<file path="config.mk">
export PLATFORM = sky130hd
export DESIGN_NAME = control_unit
export DESIGN_NICKNAME = d
export VERILOG_FILES = /design/src/rtl/control_pkg.sv /design/src/rtl/ctrl_decoder.sv /design/src/rtl/control_unit.sv
export SDC_FILE = /design/constraint.sdc
export NUM_CORES = 1
export LEC_CHECK = 0
export ABC_AREA = 1
export CAP_MARGIN = 20
export CORE_UTILIZATION = 43
export DETAILED_ROUTE_END_ITERATION = 8
export PLACE_DENSITY = 0.85
export RECOVER_POWER = 100
export SLEW_MARGIN = 20
export SYNTH_ARGS = -nofsm -noshare
export SYNTH_HDL_FRONTEND = slang
export SYNTH_SLANG_ARGS = --single-unit
</file>
<file path="constraint.sdc">
create_clock -name clk -period 2.5 [get_ports clk]
set_input_delay 0.25 -clock clk [delete_from_list [all_inputs] [get_ports clk]]
set_output_delay 0.25 -clock clk [all_outputs]
set_load 0.01 [all_outputs]
</file>
<file path="src/rtl/control_pkg.sv">
// Shared definitions for the control unit: opcodes, ALU codes, ir field positions, states.
// The MULDIV_EN build option enables the mul/div instruction class.
package control_pkg;

   localparam int unsigned OPC_MSB = 31;
   localparam int unsigned OPC_LSB = 27;
   localparam int unsigned RA_MSB  = 26;
   localparam int unsigned RA_LSB  = 23;
   localparam int unsigned RB_MSB  = 22;
   localparam int unsigned RB_LSB  = 19;
   localparam int unsigned RC_MSB  = 18;
   localparam int unsigned RC_LSB  = 15;

   localparam logic [4:0] OP_LD   = 5'h00;
   localparam logic [4:0] OP_ST   = 5'h02;
   localparam logic [4:0] OP_ADD  = 5'h03;
   localparam logic [4:0] OP_SUB  = 5'h04;
   localparam logic [4:0] OP_AND  = 5'h05;
   localparam logic [4:0] OP_OR   = 5'h06;
   localparam logic [4:0] OP_ADDI = 5'h0C;
   localparam logic [4:0] OP_MUL  = 5'h0F;
   localparam logic [4:0] OP_DIV  = 5'h10;
   localparam logic [4:0] OP_MFHI = 5'h17;
   localparam logic [4:0] OP_MFLO = 5'h18;
   localparam logic [4:0] OP_NOP  = 5'h1A;
   localparam logic [4:0] OP_HALT = 5'h1B;

   localparam logic [3:0] ALU_ADD = 4'd0;
   localparam logic [3:0] ALU_SUB = 4'd1;
   localparam logic [3:0] ALU_AND = 4'd2;
   localparam logic [3:0] ALU_OR  = 4'd3;
   localparam logic [3:0] ALU_MUL = 4'd4;
   localparam logic [3:0] ALU_DIV = 4'd5;

   typedef enum logic [3:0] {
      S_RESET, S_T0, S_T1, S_T2, S_T3, S_T4, S_T5, S_T6, S_T7, S_T8, S_T9, S_HALTED
   } state_t;

   typedef enum logic [3:0] {
      CLS_NOP, CLS_ALU, CLS_ADDI, CLS_LD, CLS_ST, CLS_MFHI, CLS_MFLO, CLS_HALT, CLS_MULDIV
   } cls_t;

   function automatic logic [15:0] onehot16(input logic [3:0] idx);
      onehot16 = 16'h0001 << idx;
   endfunction

endpackage

</file>
<file path="src/rtl/ctrl_decoder.sv">
// Opcode to instruction-class mapping and 4-to-16 register index decode.
// mul/div are recognised only when MULDIV_EN is defined; otherwise they decode as nop.
module ctrl_decoder
   import control_pkg::*;
(
   input  logic [4:0]  opcode,
   input  logic [3:0]  ra,
   input  logic [3:0]  rb,
   input  logic [3:0]  rc,
   output cls_t        inst_class,
   output logic [3:0]  alu_sel,
   output logic [15:0] ra_oh,
   output logic [15:0] rb_oh,
   output logic [15:0] rc_oh
);

   always_comb begin
      inst_class = CLS_NOP;
      alu_sel    = ALU_ADD;
      case (opcode)
         OP_LD:   inst_class = CLS_LD;
         OP_ST:   inst_class = CLS_ST;
         OP_ADD:  inst_class = CLS_ALU;
         OP_SUB:  begin inst_class = CLS_ALU; alu_sel = ALU_SUB; end
         OP_AND:  begin inst_class = CLS_ALU; alu_sel = ALU_AND; end
         OP_OR:   begin inst_class = CLS_ALU; alu_sel = ALU_OR;  end
         OP_ADDI: inst_class = CLS_ADDI;
`ifdef MULDIV_EN
         OP_MUL:  begin inst_class = CLS_MULDIV; alu_sel = ALU_MUL; end
         OP_DIV:  begin inst_class = CLS_MULDIV; alu_sel = ALU_DIV; end
`endif
         OP_MFHI: inst_class = CLS_MFHI;
         OP_MFLO: inst_class = CLS_MFLO;
         OP_HALT: inst_class = CLS_HALT;
         default: inst_class = CLS_NOP;
      endcase
   end

   assign ra_oh = onehot16(ra);
   assign rb_oh = onehot16(rb);
   assign rc_oh = onehot16(rc);

endmodule

</file>
<file path="src/rtl/control_unit.sv">
// Moore-style control sequencer: fetch T0-T3, per-class execute steps, stop/halt handling.
// Build option MULDIV_EN adds the mul/div sequence driving lo_in/hi_in.
module control_unit
   import control_pkg::*;
(
   input  logic        clk,
   input  logic        reset,
   input  logic [31:0] ir,
   input  logic        stop,
   output logic [15:0] gpr_in,
   output logic [15:0] gpr_out,
   output logic        hi_in,
   output logic        lo_in,
   output logic        pc_in,
   output logic        ir_in,
   output logic        z_in,
   output logic        y_in,
   output logic        mar_in,
   output logic        mdr_in,
   output logic        hi_out,
   output logic        lo_out,
   output logic        pc_out,
   output logic        z_high_out,
   output logic        z_low_out,
   output logic        mdr_out,
   output logic        inport_out,
   output logic        c_out,
   output logic        read,
   output logic        write,
   output logic [3:0]  alu_op,
   output logic        inc_pc,
   output logic        run
);

   state_t      state, next_state, boundary;
   cls_t        inst_class;
   logic [3:0]  alu_sel;
   logic [15:0] ra_oh, rb_oh, rc_oh;
   logic        unused_ir_low;

   assign unused_ir_low = ^ir[RC_LSB-1:0];

   ctrl_decoder u_dec (
      .opcode     (ir[OPC_MSB:OPC_LSB]),
      .ra         (ir[RA_MSB:RA_LSB]),
      .rb         (ir[RB_MSB:RB_LSB]),
      .rc         (ir[RC_MSB:RC_LSB]),
      .inst_class (inst_class),
      .alu_sel    (alu_sel),
      .ra_oh      (ra_oh),
      .rb_oh      (rb_oh),
      .rc_oh      (rc_oh)
   );

   always_ff @(posedge clk or posedge reset) begin
      if (reset) state <= S_RESET;
      else       state <= next_state;
   end

   // stop only matters on the last step of an instruction
   assign boundary = stop ? S_HALTED : S_T0;

   always_comb begin
      next_state = state;
      case (state)
         S_RESET:  next_state = S_T0;
         S_T0:     next_state = S_T1;
         S_T1:     next_state = S_T2;
         S_T2:     next_state = S_T3;
         S_T3:     next_state = S_T4;
         S_T4: begin
            case (inst_class)
               CLS_ALU, CLS_ADDI, CLS_LD, CLS_ST, CLS_MULDIV: next_state = S_T5;
               CLS_HALT: next_state = S_HALTED;
               default:  next_state = boundary;
            endcase
         end
         S_T5:     next_state = S_T6;
         S_T6:     next_state = (inst_class == CLS_LD || inst_class == CLS_ST ||
                                 inst_class == CLS_MULDIV) ? S_T7 : boundary;
         S_T7:     next_state = (inst_class == CLS_MULDIV) ? boundary : S_T8;
         S_T8:     next_state = (inst_class == CLS_LD) ? S_T9 : boundary;
         S_T9:     next_state = boundary;
         S_HALTED: next_state = S_HALTED;
         default:  next_state = S_RESET;
      endcase
   end

   // Outputs decode the current state plus the datapath's ir, which only becomes
   // valid during T4; registering them would need ir a cycle earlier than it exists.
   always_comb begin
      gpr_in = '0;  gpr_out = '0;
      hi_in = 1'b0; lo_in = 1'b0; pc_in = 1'b0; ir_in = 1'b0;
      z_in = 1'b0;  y_in = 1'b0;  mar_in = 1'b0; mdr_in = 1'b0;
      hi_out = 1'b0; lo_out = 1'b0; pc_out = 1'b0; z_high_out = 1'b0;
      z_low_out = 1'b0; mdr_out = 1'b0; inport_out = 1'b0; c_out = 1'b0;
      read = 1'b0; write = 1'b0; alu_op = ALU_ADD; inc_pc = 1'b0;
      run = (state != S_HALTED);
      case (state)
         S_T0: begin pc_out = 1'b1; mar_in = 1'b1; inc_pc = 1'b1; z_in = 1'b1; end
         S_T1: begin z_low_out = 1'b1; pc_in = 1'b1; end
         S_T2: begin read = 1'b1; mdr_in = 1'b1; end
         S_T3: begin mdr_out = 1'b1; ir_in = 1'b1; end
         S_T4: begin
            case (inst_class)
               CLS_ALU, CLS_ADDI, CLS_LD, CLS_ST: begin gpr_out = rb_oh; y_in = 1'b1; end
               CLS_MFHI: begin hi_out = 1'b1; gpr_in = ra_oh; end
               CLS_MFLO: begin lo_out = 1'b1; gpr_in = ra_oh; end
`ifdef MULDIV_EN
               CLS_MULDIV: begin gpr_out = ra_oh; y_in = 1'b1; end
`endif
               default: ;
            endcase
         end
         S_T5: begin
            case (inst_class)
               CLS_ALU: begin gpr_out = rc_oh; alu_op = alu_sel; z_in = 1'b1; end
               CLS_ADDI, CLS_LD, CLS_ST: begin c_out = 1'b1; alu_op = ALU_ADD; z_in = 1'b1; end
`ifdef MULDIV_EN
               CLS_MULDIV: begin gpr_out = rb_oh; alu_op = alu_sel; z_in = 1'b1; end
`endif
               default: ;
            endcase
         end
         S_T6: begin
            case (inst_class)
               CLS_ALU, CLS_ADDI: begin z_low_out = 1'b1; gpr_in = ra_oh; end
               CLS_LD, CLS_ST:    begin z_low_out = 1'b1; mar_in = 1'b1; end
`ifdef MULDIV_EN
               CLS_MULDIV: begin z_low_out = 1'b1; lo_in = 1'b1; end
`endif
               default: ;
            endcase
         end
         S_T7: begin
            case (inst_class)
               CLS_ST: begin gpr_out = ra_oh; mdr_in = 1'b1; end
`ifdef MULDIV_EN
               CLS_MULDIV: begin z_high_out = 1'b1; hi_in = 1'b1; end
`endif
               default: ;
            endcase
         end
         S_T8: begin
            if (inst_class == CLS_LD) begin read = 1'b1; mdr_in = 1'b1; end
            else if (inst_class == CLS_ST) write = 1'b1;
         end
         S_T9: begin
            if (inst_class == CLS_LD) begin mdr_out = 1'b1; gpr_in = ra_oh; end
         end
         default: ;
      endcase
   end

endmodule

</file>
### Word-level counts from Yosys, hierarchy flattened

Cells that the tools add are included.

| storage, ports and cells | value |
|---|---|
| flip-flop bits (word level) | 4 |
| input bits | 35 |
| output and inout bits | 56 |
| logic and storage cells | 84 |

| operators by class | value |
|---|---|
| eq/ne operators | 29 |
| shift-type cells | 3 |
| muxes and demuxes | 40 |
| reduce and logical (&&, ||, !) cells | 11 |

Operators with widths:

| cell | count |
|---|---|
| $mux 16 | 6 |
| $pmux 16 s3 | 2 |
| $pmux 4 s12 | 1 |
| $shl 1x4->16 const A | 3 |
| $eq 4x3->1 const B | 8 |
| $mux 4 | 6 |
| $pmux 3 s7 | 1 |
| $eq 4x4->1 const B | 5 |
| $eq 4x2->1 const B | 4 |
| $mux 1 | 16 |
| $eq 5x3->1 const B | 3 |
| $eq 5x5->1 const B | 3 |
| $eq 5x2->1 const B | 2 |
| $pmux 1 s2 | 5 |
| $eq 4x1->1 const B | 2 |
| $pmux 4 s2 | 1 |
| $reduce_or 4->1 | 2 |
| $pmux 2 s3 | 1 |
| $reduce_or 2->1 | 3 |
| $eq 5x4->1 const B | 1 |
| $logic_not 5->1 | 1 |
| $reduce_or 5->1 | 1 |
| $logic_not 4->1 | 1 |
| $ne 4x4->1 const B | 1 |
| other kinds (3) | 4 |

### Depth between registers and ports, before layout

Gate-level depths: netlist (run 1).

| depth | value |
|---|---|
| word-level depth | 8 |
| gate-level depth with buffers | 12 |
| mapped depth without buffers | 12 |

### Modules after synthesis

A second synthesis (run 1) with hierarchy kept.

| second synthesis, totals | value |
|---|---|
| cell total of the unflattened synthesis | 374 |
| area, all modules | 1870.5 um^2 |

Modules (own cells, without submodules):

| module | times used | cells each | area an instance (um^2) | seq. area each (um^2) |
|---|---|---|---|---|
| control_unit | 1 | 254 | 1362.6 | 100.1 |
| ctrl_decoder | 1 | 120 | 508.0 | 0.0 |

### Worst setup path after synthesis (run 1)

Ideal clock, no wire load.

| timing path | value |
|---|---|
| path kind | register to output |
| start | register state[0] |
| end | output port gpr_out[10] |
| arrival time | 1.447 ns |
| data required time | 2.250 ns |
| slack | 0.803 ns |
| stages on the path, launching flop included | 10 |
| path buffers | 1 |
| path through | dfrtp_1 > nor2_1 > inv_1 > nor2_1 > inv_2 > nor2_4 > inv_2 > buf_6 > or2_2 > nand3_1 |

| between the ends | value |
|---|---|
| word-level cells in the longest chain between the ends | 2 |
| elaborated cells between the ends (all ways) | 4 |
| classes of those cells | eq/ne: 3; mux: 1 |

Ends and longest elaborated chain:

| what | RTL line | source |
|---|---|---|
| start, declared | control_unit.sv:35 | `state_t state, next_state, boundary;` |
| start signal, assigned | control_unit.sv:57 | `else state <= next_state;` |
| $eq 4x4->1 or $eq 4x3->1 (tied branches) | control_unit.sv:99 | `case (state)` |
| $pmux 16 s3 (*) | control_unit.sv:99 |  |
| end, declared | control_unit.sv:11 | `output logic [15:0] gpr_out,` |

Every way passes the cells marked *; elsewhere a longest branch is shown, timed or not.

### Worst setup path after layout (run 1)

| timing path | value |
|---|---|
| start | register state[0] |
| end | output port gpr_out[7] |

Same word-level chain as after synthesis.

==> results.md, run 1 <==
* Initial antenna violation count at 0
* Vias per cell at just over 5
* Die Span Y at ~64 µm
* Pleak at roughly 1.5 nW
* Layout cells sized above 1 at 0.254
* FF-to-FF setup slack at 1.06 ns
* Pins Over Slew Limit at 0
* Vias in the first global route at about 2100
* Placed wire-length estimate at ~4.4 mm
* Startpoint type of the worst setup path: register
* Largest family of logic cells by synthesized area: simple AND/OR/NAND/NOR gates
* Drt wl/cell at between 10 and 15 µm
* GRT overflow at 0
* Drt initial violations at 162
* Min Tclk post-route at 2.50 ns
* Nets at 442
* Mapped Cells at roughly 310
* Post-synth EDFFs at 0
* Final setup violation count at 0
* Cell family with most CP delay: simple AND/OR/NAND/NOR gates
* Commonest non-fill, non-tap cell in the layout: inv_1
* Post-route ant nets at 0
* CP Data Arrival Time at between 2 and 2.5 ns
* Mux contribution to synthesized area at 0
* First-pass DRT Iterations at 4
* Critical path origin: state[0]
* # Max-Cap Violations at 0
* Clock tree buffer depth at 2
* Setup CP Type: reg -> out
* Rows at 22
* Setup TNS at 0 ns
* CP max-delay cell: clkdlybuf4s50_1
* Antenna diode count at 0
* Setup crit end kind: primary output
* Most frequent CP cell: nand2_1
* Fin. Hold Viols at 0
* Core area at roughly 3700 µm²
* FMAX at between 400 and 500 MHz
* FFs w/ async S/R, synth at 1.00
* Placed Cells at ~450
* Hold slack at about 0.35 ns
* Residual DRC at 0
* Clk root buf: clkbuf_8
* Io pins at between 90 and 100
* Clk sink count at 4
* Post-Synth XOR/XNOR Area at 0
* Cell Chain, Critical Path: nor2_1 > nand2_1 > inv_1 > nand2_1 > nor2_2 > a21oi_1 > o21ai_0 > clkdlybuf4s50_1
* Clock latency on the worst-skew pair at roughly 0.22 ns
* Peak supply drop at between 0.2 and 0.25 mV
* CP Depth at 8
* Reg2Reg Capture Point: state[1]
* Largest net degree at the start of global routing at 14
* Number of buffers added on ports at 69
* Biggest cell delay along the critical path at between 0.5 and 0.6 ns
* Routed wire length at 5.51 mm
* Hold-fix buffers at CTS at 0
* Complex-gate fraction of the synthesized area at 0.111
* CP required at ~2.3 ns
* Setup crit end: gpr_out[7]
* Period Utilization, post-route at 0.999
* WP buf/inv at 2
* Most used DFF post-synth: dfrtp_1
* Area grow syn2layout at 60.4%
* Clock transition at path regs at approximately 0.030 ns
* Crit Path Max Fanout at 6
* Die width at approximately 64 µm
* Worst slew pin tran at between 0.5 and 0.6 ns
* H-tree levels at 1
* Placer Congestion at around 0.87
* CTS tree: done
* Power per cell area at between 300 and 400 nW/µm²
* Reg2Reg Launch Point: state[0]
* Via count at approximately 2400
* Post-synth cell types at 34
* Flip-flop and latch count after synthesis at 4
* Initial Util at 0.450
* Hold crit path type: in -> async
* Final Skew at around 0.0058 ns
* YS warnings at 0
* First-pass GRT wire length at between 9 and 10 mm
* Biggest register: state
* Die area at 4110 µm²
* Post-synthesis sequential area ratio at 0.0603
* Synth Area in Simple Gates at 0.580
* Fill count at roughly 340
* Most frequent cells in the layout: inv_1, nand2_1, clkdlybuf4s50_1, buf_4, dlygate4sd2_1
* Max FFs per register at 4
* Outcome: finished clean
* Adder-Cell Fraction of Synth Area at 0
* Synthesized cell area at ~1700 µm²
* Non-Filler Instances at about 450
* Syn avg cell area at about 5.3 µm²
* Total GRT Usage at 0.280
* Biggest regs: state (4)
* RSZ-0062 raised after global routing: true
* Num CTS Buffers at 3
* R2r worst-path depth at 5
* Slew headroom at 0.657
==> Yosys cell counts (4+ instances only) <==
master,n,area (µm²)
inv_1,58,218
nand2_1,56,210
nor2_1,31,116
nand3_1,25,125
nand4_1,23,144
nand2_2,16,100
inv_2,13,48.8
nor3_1,12,60.1
o21ai_0,9,45.0
buf_4,7,52.6
o22ai_1,6,37.5
nor4_1,5,31.3
a21oi_1,4,20.0
buf_2,4,20.0
clkbuf_1,4,15.0
dfrtp_1,4,100
nand3_2,4,40.0
nor2_2,4,25.0
nor2_4,4,45.0
o211ai_1,4,30.0
==> layer usage <==
| layer | wire [µm] | GRT usage | vias up |
|---|---|---|---|
| li1 | - | - | 1189 |
| met2 | 2620 | 0.473 | 93 |
| met5 | 0 | 0 | - |
| met3 | 313 | 0.0214 | 14 |
| met1 | 2460 | 0.372 | 1055 |
| met4 | 122 | 0.0972 | 0 |
==> final cells by class <==
class	instances	area (µm²)	area share
multi-input combinational	222	1270	0.477
timing repair buffer	102	910	0.341
inverter	74	283	0.106
sequential	4	100	0.0376
tap	48	60.1	0.0225
clock buffer	3	41.3	0.0155
==> metrics by stage <==
stage | setup slack, ns | total power, mW | instance area [µm²] | utilization
after floorplan | 0.803 | 0.569 | 1680 | -
after global placement | -0.171 | 0.858 | 2530 | 0.687
after detailed placement | -0.267 | 0.871 | 2530 | 0.687
after CTS | -0.0766 | 1.01 | 2640 | 0.715
after global routing | -0.125 | 1.11 | 2660 | 0.722
final | 0.00372 | 1.04 | 2660 | 0.722
==> how the worst min path moves through the flow <==
| stage | from | endpoint | slack, ns | depth (start not counted) |
|---|---|---|---|---|
| 5_1_grt | reset | state[1] | 0.39 | 2 |
| 6_report | reset | state[1] | 0.35 | 2 |
| 4_1_cts | reset | state[1] | 0.23 | 2 |
| 2_1_floorplan | reset | state[0] | 0.02 | 1 |
| 3_3_place_gp | reset | state[0] | 0.44 | 2 |
| 3_5_place_dp | reset | state[1] | 0.46 | 2 |
==> kinds of logic after synthesis <==
logic type,after synthesis
and+or+nand+nor,186
other,1
DFF,4
buffers and inverters,92
AOI/OAI and AO/OA,29
==> repair_timing <==
| action | 4_1_cts | 5_1_grt |
|---|---|---|
| pin swaps | 2 | 0 |
| cloned | 1 | 0 |
| resized for setup | 49 | 13 |
| buffers inserted | 2 | 0 |
| setup endpoints to repair | 36 | 12 |
==> where the power goes <==
group | leakage [nW] | switching, mW | total (mW) | internal, mW
logic | 1.45 | 0.443 | 0.755 | 0.312
clock network | 0.0216 | 0.0353 | 0.138 | 0.103
registers | 0.0501 | 0.0437 | 0.143 | 0.0991
total | 1.52 | 0.522 | 1.04 | 0.514
==> worst register-to-register path, cell delays in order, from the launching register on <==
cell and delay, ns:
dfrtp_1 0.45, nand2_1 0.24, nor2_4 0.05, buf_4 0.16, a221oi_1 0.29, nand4_1 0.12
Power figures use the tool's default switching activity.
==> run 2: changes to the inputs <==
- CTS_CLUSTER_SIZE: unset -> 40
- SKIP_LAST_GASP: unset -> 1
==> run 2 against run 1 <==
Effect of this change: the run now ends with setup timing left; design area up 5.0%; non-clock buffer count up 10; power up 0.60%; clock-buffer cell count unchanged; critical endpoint is now gpr_in[6]; utilization up 3.6 points; hold slack about the same; sequential share of layout area down 0.18 points; largest power group unchanged; sequential cell count unchanged; maximum frequency down 2.6%; critical path type is now in -> out; critical path depth up 6; cell count up 2.2%; register-to-register slack worse by 0.04 ns.
==> results.md, run 2 (synthesis gave the netlist of run 1 again) <==
* Outcome: complete, but fails checks
* Failing checks: setup timing
* Pleak at between 1.5 and 2 nW
* Vias per cell at approximately 5.3
* Setup TNS at -0.315 ns
* Cell Chain, Critical Path: clkdlybuf4s50_1 > inv_2 > buf_4 > nor2_2 > o21ai_0 > nand3_2 > nor2_2 > nand2_2 > buf_4 > nand4_4 > buf_4 > nand2_2 > inv_2 > dlygate4sd2_1
* Fin. Hold Viols at 0
* Reg2Reg Launch Point: state[0]
* Multi-input logic area at approximately 1300 µm²
* Cell family with most CP delay: buffers and inverters
* Initial antenna violation count at 0
* Worst slew pin tran at a little under 0.5 ns
* Post-route ant nets at 0
* Placer Congestion at between 0.8 and 0.9
* Most frequent CP cell: buf_4
* FF-to-FF setup slack at about 1.0 ns
* Register area at between 100 and 150 µm²
* Setup CP Type: in -> out
* Io pins at between 90 and 100
* Biggest cell delay along the critical path at roughly 0.5 ns
* RSZ-0062 raised after global routing: true
* Final Worst Setup Slack at -0.0621 ns
* Total GRT Usage at 0.279
* Antenna diode count at 0
* CP max-delay cell: clkdlybuf4s50_1
* Slew headroom at 0.667
* Critical path origin: ir[31]
* Post-Route Utilization at 0.758
* Num CTS Buffers at 3
* Clock latency on the worst-skew pair at approximately 0.22 ns
* Initial Util at 0.450
* Residual DRC at 0
* Clock transition at path regs at about 0.03 ns
* Pins Over Slew Limit at 0
* Vias in the first global route at between 2000 and 2500
* Placed wire-length estimate at 4.42 mm
* Nets at between 400 and 500
* First-pass GRT wire length at 9.23 mm
* Peak supply drop at 0.226 mV
* CP Depth at 14
* FMAX at a little under 400 MHz
* Startpoint type of the worst setup path: primary input
* R2r worst-path depth at 5
* Crit Path Max Fanout at 7
* WP buf/inv at 7
* Reg2Reg Capture Point: state[1]
* Core area at 3690 µm²
* CP required at 2.25 ns
* Power per cell area at around 370 nW/µm²
* Number of buffers added on ports at 69
* Commonest non-fill, non-tap cell in the layout: inv_1
* Via count at approximately 2400
* Layout cells sized above 1 at 0.277
* Die width at between 60 and 70 µm
* Drt wl/cell at approximately 13 µm
* Setup crit end: gpr_in[6]
* Biggest register: state
* Min Tclk post-route at approximately 2.6 ns
* Max FFs per register at 4
* Largest net degree at the start of global routing at 14
* Area grow syn2layout at 68.5%
* CTS tree: done
* Clk sink count at 4
* Die area at approximately 4000 µm²
* # Max-Cap Violations at 0
* Final setup violation count at 7
* Hold crit path type: in -> async
* Routed wire length at about 5.9 mm
* Period Utilization, post-route at 1.02
* Most frequent cells in the layout: inv_1, nand2_1, buf_4, nor2_1, nand3_1
* Fill count at 313
* First-pass DRT Iterations at 5
* Design Power at 1.04 mW
* CP Data Arrival Time at about 2.3 ns
* Rows at 22
* Drt initial violations at between 200 and 250
* GRT overflow at 0
* Clock tree buffer depth at 2
* Die Span Y at ~64 µm
* Biggest regs: state (4)
* H-tree levels at 1
* Final Skew at 0.00660 ns
* Clk root buf: clkbuf_8
* Setup crit end kind: primary output
run 2: cell count changes in the layout (fill, tap and decap cells not counted), moves of 2 or more:
cell | previous run | this run
dlygate4sd2_1 | 31 | 18
a21oi_4 | 0 | 2
clkbuf_1 | 0 | 2
a21oi_2 | 2 | 0
o311ai_0 | 0 | 2
dlymetal6s2s_1 | 4 | 14
nor2_2 | 6 | 4
clkdlybuf4s50_1 | 33 | 18
clkdlybuf4s25_1 | 0 | 4
buf_4 | 33 | 43
o311ai_1 | 2 | 0
dlygate4sd3_1 | 1 | 11
run 2: through the flow:
stage          instance area (µm²)  instances  hold WS [ns]  worst slack [ns]
2_1_floorplan                 1680        317        0.0161             0.803
3_3_place_gp                  2530        447         0.436            -0.171
3_5_place_dp                  2530        447         0.459            -0.267
4_1_cts                       2650        453         0.228           -0.0975
5_1_grt                       2800        463         0.383            -0.174
6_report                      2800        463         0.354           -0.0621
run 2: final cells by class:
| type | count | area share |
|---|---|---|
| Clock buffer | 3 | 0.0148 |
| Inverter | 74 | 0.102 |
| Multi-Input combinational cell | 222 | 0.463 |
| Sequential cell | 4 | 0.0358 |
| Tap cell | 48 | 0.0215 |
| Timing Repair Buffer | 112 | 0.363 |
run 2: power breakdown:
part | internal [mW] | switching, mW
registers | 0.0990 | 0.0446
clock network | 0.103 | 0.0356
logic | 0.308 | 0.451
run 2: timing repair:
| action | in CTS | in global routing |
|---|---|---|
| gates cloned | 1 | 0 |
| endpoints found under the setup margin | 36 | 24 |
| buffers inserted | 2 | 10 |
| pin swaps | 2 | 4 |
| gates resized for setup | 35 | 38 |
| endpoints found under the hold margin | 0 | 0 |
| hold buffers | 0 | 0 |
run 2: worst reg2reg max path, cell delays in order (launching register included):
cell and delay, ns:
dfrtp_1 0.46, nand2_1 0.25, nor2_4 0.05, buf_4 0.16
a221oi_1 0.30, nand4_1 0.12
run 2: worst min-delay path by stage:
stage | from | endpoint | slack, ns
after global routing | reset | state[1] | 0.38
after detailed placement | reset | state[1] | 0.46
final | reset | state[1] | 0.35
after global placement | reset | state[0] | 0.44
after CTS | reset | state[1] | 0.23
after floorplan | reset | state[0] | 0.02
run 2: layer usage:
| metal | vias to the layer above | wire length, µm | track usage |
|---|---|---|---|
| met5 | - | 0 | 0 |
| met3 | 14 | 297 | 0.0161 |
| met2 | 100 | 2890 | 0.473 |
| li1 | 1210 | - | - |
| met4 | 0 | 131 | 0.0972 |
| met1 | 1123 | 2570 | 0.372 |
==> run 3: changes to the inputs <==
- CORE_ASPECT_RATIO: unset -> 1.5
- CORE_UTILIZATION: 43 -> 44
- CTS_BUF_LIST: unset -> sky130_fd_sc_hd__clkbuf_8
- MAX_ROUTING_LAYER: unset -> met4
- PLACE_DENSITY: 0.85 -> 0.87
==> run 3 against run 2 <==
Effect of this change: the run now ends clean; highest routed layer unchanged; worst setup slack improved by 0.21 ns; largest power group unchanged; critical endpoint is now gpr_in[10]; die area is 2.1% lower; sequential share of layout area is 0.062 points higher; cell count up 0.65%; routed wire length up 4.9%.
==> results.md, run 3 (synthesis gave the netlist of run 1 again) <==
* Outcome: finished clean
* Hold-fix buffers at CTS at 0
* Setup crit end: gpr_in[10]
* Period Utilization, post-route at 0.940
* Hold crit path type: in -> async
* Min Tclk post-route at roughly 2.3 ns
* Fin. Hold Viols at 0
* Clock latency on the worst-skew pair at roughly 0.21 ns
* Die width at around 52 µm
* Placed wire-length estimate at ~4.8 mm
* Reg2Reg Launch Point: state[0]
* Biggest cell delay along the critical path at 0.30 ns
* Peak supply drop at roughly 0.47 mV
* Cell family with most CP delay: buffers and inverters
* Core area at 3650 µm²
* Clk root buf: clkbuf_8
* CP required at between 2 and 2.5 ns
* Power per cell area at between 300 and 400 nW/µm²
* Clk pwr share at 0.125
* Final setup violation count at 0
* WP buf/inv at 7
* Cell Int Power at 0.540 mW
* Clock tree buffer depth at 2
* Startpoint type of the worst setup path: primary input
* Commonest non-fill, non-tap cell in the layout: inv_1
* Rows at 27
* First-pass GRT wire length at 10.1 mm
* Io pins at 91
* FF-to-FF setup slack at roughly 0.9 ns
* Clock transition at path regs at 0.03 ns
* Fill count at 330
* Setup TNS at 0 ns
* Reg2Reg Capture Point: state[1]
* Worst slew pin tran at roughly 0.57 ns
* Num CTS Buffers at 3
* Pins Over Slew Limit at 0
* Via count at 2483
* Pleak at roughly 1.6 nW
* Residual DRC at 0
* Largest net degree at the start of global routing at 14
* Placer Congestion at around 0.94
* Post-route ant nets at 0
* Nets at between 400 and 500
* Initial Util at 0.455
* Most frequent cells in the layout: inv_1, nand2_1, buf_4, dlygate4sd2_1, nor2_1
* Total GRT Usage at 0.332
* CP Depth at 16
* Die area at between 4000 and 5000 µm²
* Vias per cell at around 5.3
* First-pass DRT Iterations at 4
* Final Skew at 0.000198 ns
* Multi-input logic area at around 1200 µm²
* Initial antenna violation count at 0
* Number of buffers added on ports at 69
* Hold slack at roughly 0.36 ns
* Routed wire length at 6.18 mm
* GRT overflow at 0
* Cell Chain, Critical Path: dlygate4sd2_1 > inv_2 > nand2_4 > nand2_2 > nor2_1 > buf_4 > nor2_1 > nand3_2 > nor2_2 > nand2_2 > buf_12 > nand4_4 > buf_6 > nand2_2 > inv_1 > dlygate4sd2_1
* # Max-Cap Violations at 0
* Antenna diode count at 0
* Setup CP Type: in -> out
* FMAX at between 400 and 500 MHz
* Critical path origin: ir[27]
* Biggest regs: state (4)
* Biggest register: state
* Crit Path Max Fanout at 5
* Sw frac at 0.490
* CP Data Arrival Time at roughly 2.1 ns
* Clk sink count at 4
* Register area at about 100 µm²
* Vias in the first global route at 2366
* Area grow syn2layout at 65.6%
* Die Span Y at between 70 and 80 µm
* Setup crit end kind: primary output
* Switch Pwr at ~0.52 mW
* Slew headroom at 0.622
* R2r worst-path depth at 8
* Drt wl/cell at about 13 µm
* CTS tree: done
* CP max-delay cell: dlygate4sd2_1
* Most frequent CP cell: nand2_2
* Layout cells sized above 1 at 0.255
* Max FFs per register at 4
* H-tree levels at 1
* Drt initial violations at between 100 and 150
* Reg power frac at 0.119
* Logic pwr share at 0.756
-- run 3: cell types whose count changed in the layout (fill, tap and decap cells not counted), sizes merged --
cell / change
buf: +7
clkbuf: -1
clkdlybuf4s25: -4
clkdlybuf4s50: +3
clkinv: +1
dlygate4sd2: +18
dlygate4sd3: -1
dlymetal6s2s: -13
dlymetal6s4s: -1
inv: -1
-- run 3: cell type report --
class / count / share of cell area
flip-flops and latches: 4 / 0.0364
clock buffers: 3 / 0.0150
multi-input cells: 222 / 0.444
well taps: 43 / 0.0196
repair buffers: 120 / 0.382
inverters: 74 / 0.103
-- run 3: worst min path at each step --
stage	to	cells after the start	slack, ns
floorplan	state[0]	1	0.02
global route	state[1]	2	0.38
finish	state[3]	2	0.36
CTS	state[0]	2	0.23
global placement	state[0]	2	0.43
detailed placement	state[0]	2	0.45
-- run 3: layer usage --
layer | routed length, µm | track usage | vias to the layer above
li1 | - | - | 1229
met1 | 2210 | 0.332 | 1125
met2 | 3390 | 0.605 | 101
met3 | 290 | 0.0417 | 28
met4 | 289 | 0.155 | 0
met5 | 0 | - | -
-- run 3: worst register-to-register path: cells and delay by family (launching register included) --
kind,cells,cell delay [ns]
simple gates,4,0.39
flops,1,0.37
buf+inv,4,0.68
-- run 3: power groups by stage --
stage / sequential (mW) / combinational [mW] / clock, mW
after global routing: 0.128 / 0.879 / 0.138
after detailed placement: 0.126 / 0.783 / 0
after global placement: 0.124 / 0.772 / 0
after floorplan: 0.127 / 0.442 / 0
final: 0.126 / 0.801 / 0.132
after CTS: 0.125 / 0.806 / 0.136
-- run 3: repair_timing --
item                       CTS  global route
pin swaps                    4             2
buffers inserted             8             3
setup endpoints to repair   37            18
cloned                       1             0
resized for setup           51             6
-- run 3: per-stage QoR --
step | cells | total power, mW | worst slack, ns | utilization | area, µm²
final | 466 | 1.06 | 0.150 | 0.754 | 2750
after detailed placement | 451 | 0.909 | -0.226 | 0.711 | 2590
after global placement | 451 | 0.896 | -0.217 | 0.711 | 2590
after floorplan | 317 | 0.569 | 0.803 | - | 1680
after global routing | 466 | 1.14 | -0.00321 | 0.754 | 2750
after CTS | 463 | 1.07 | -0.0165 | 0.750 | 2740
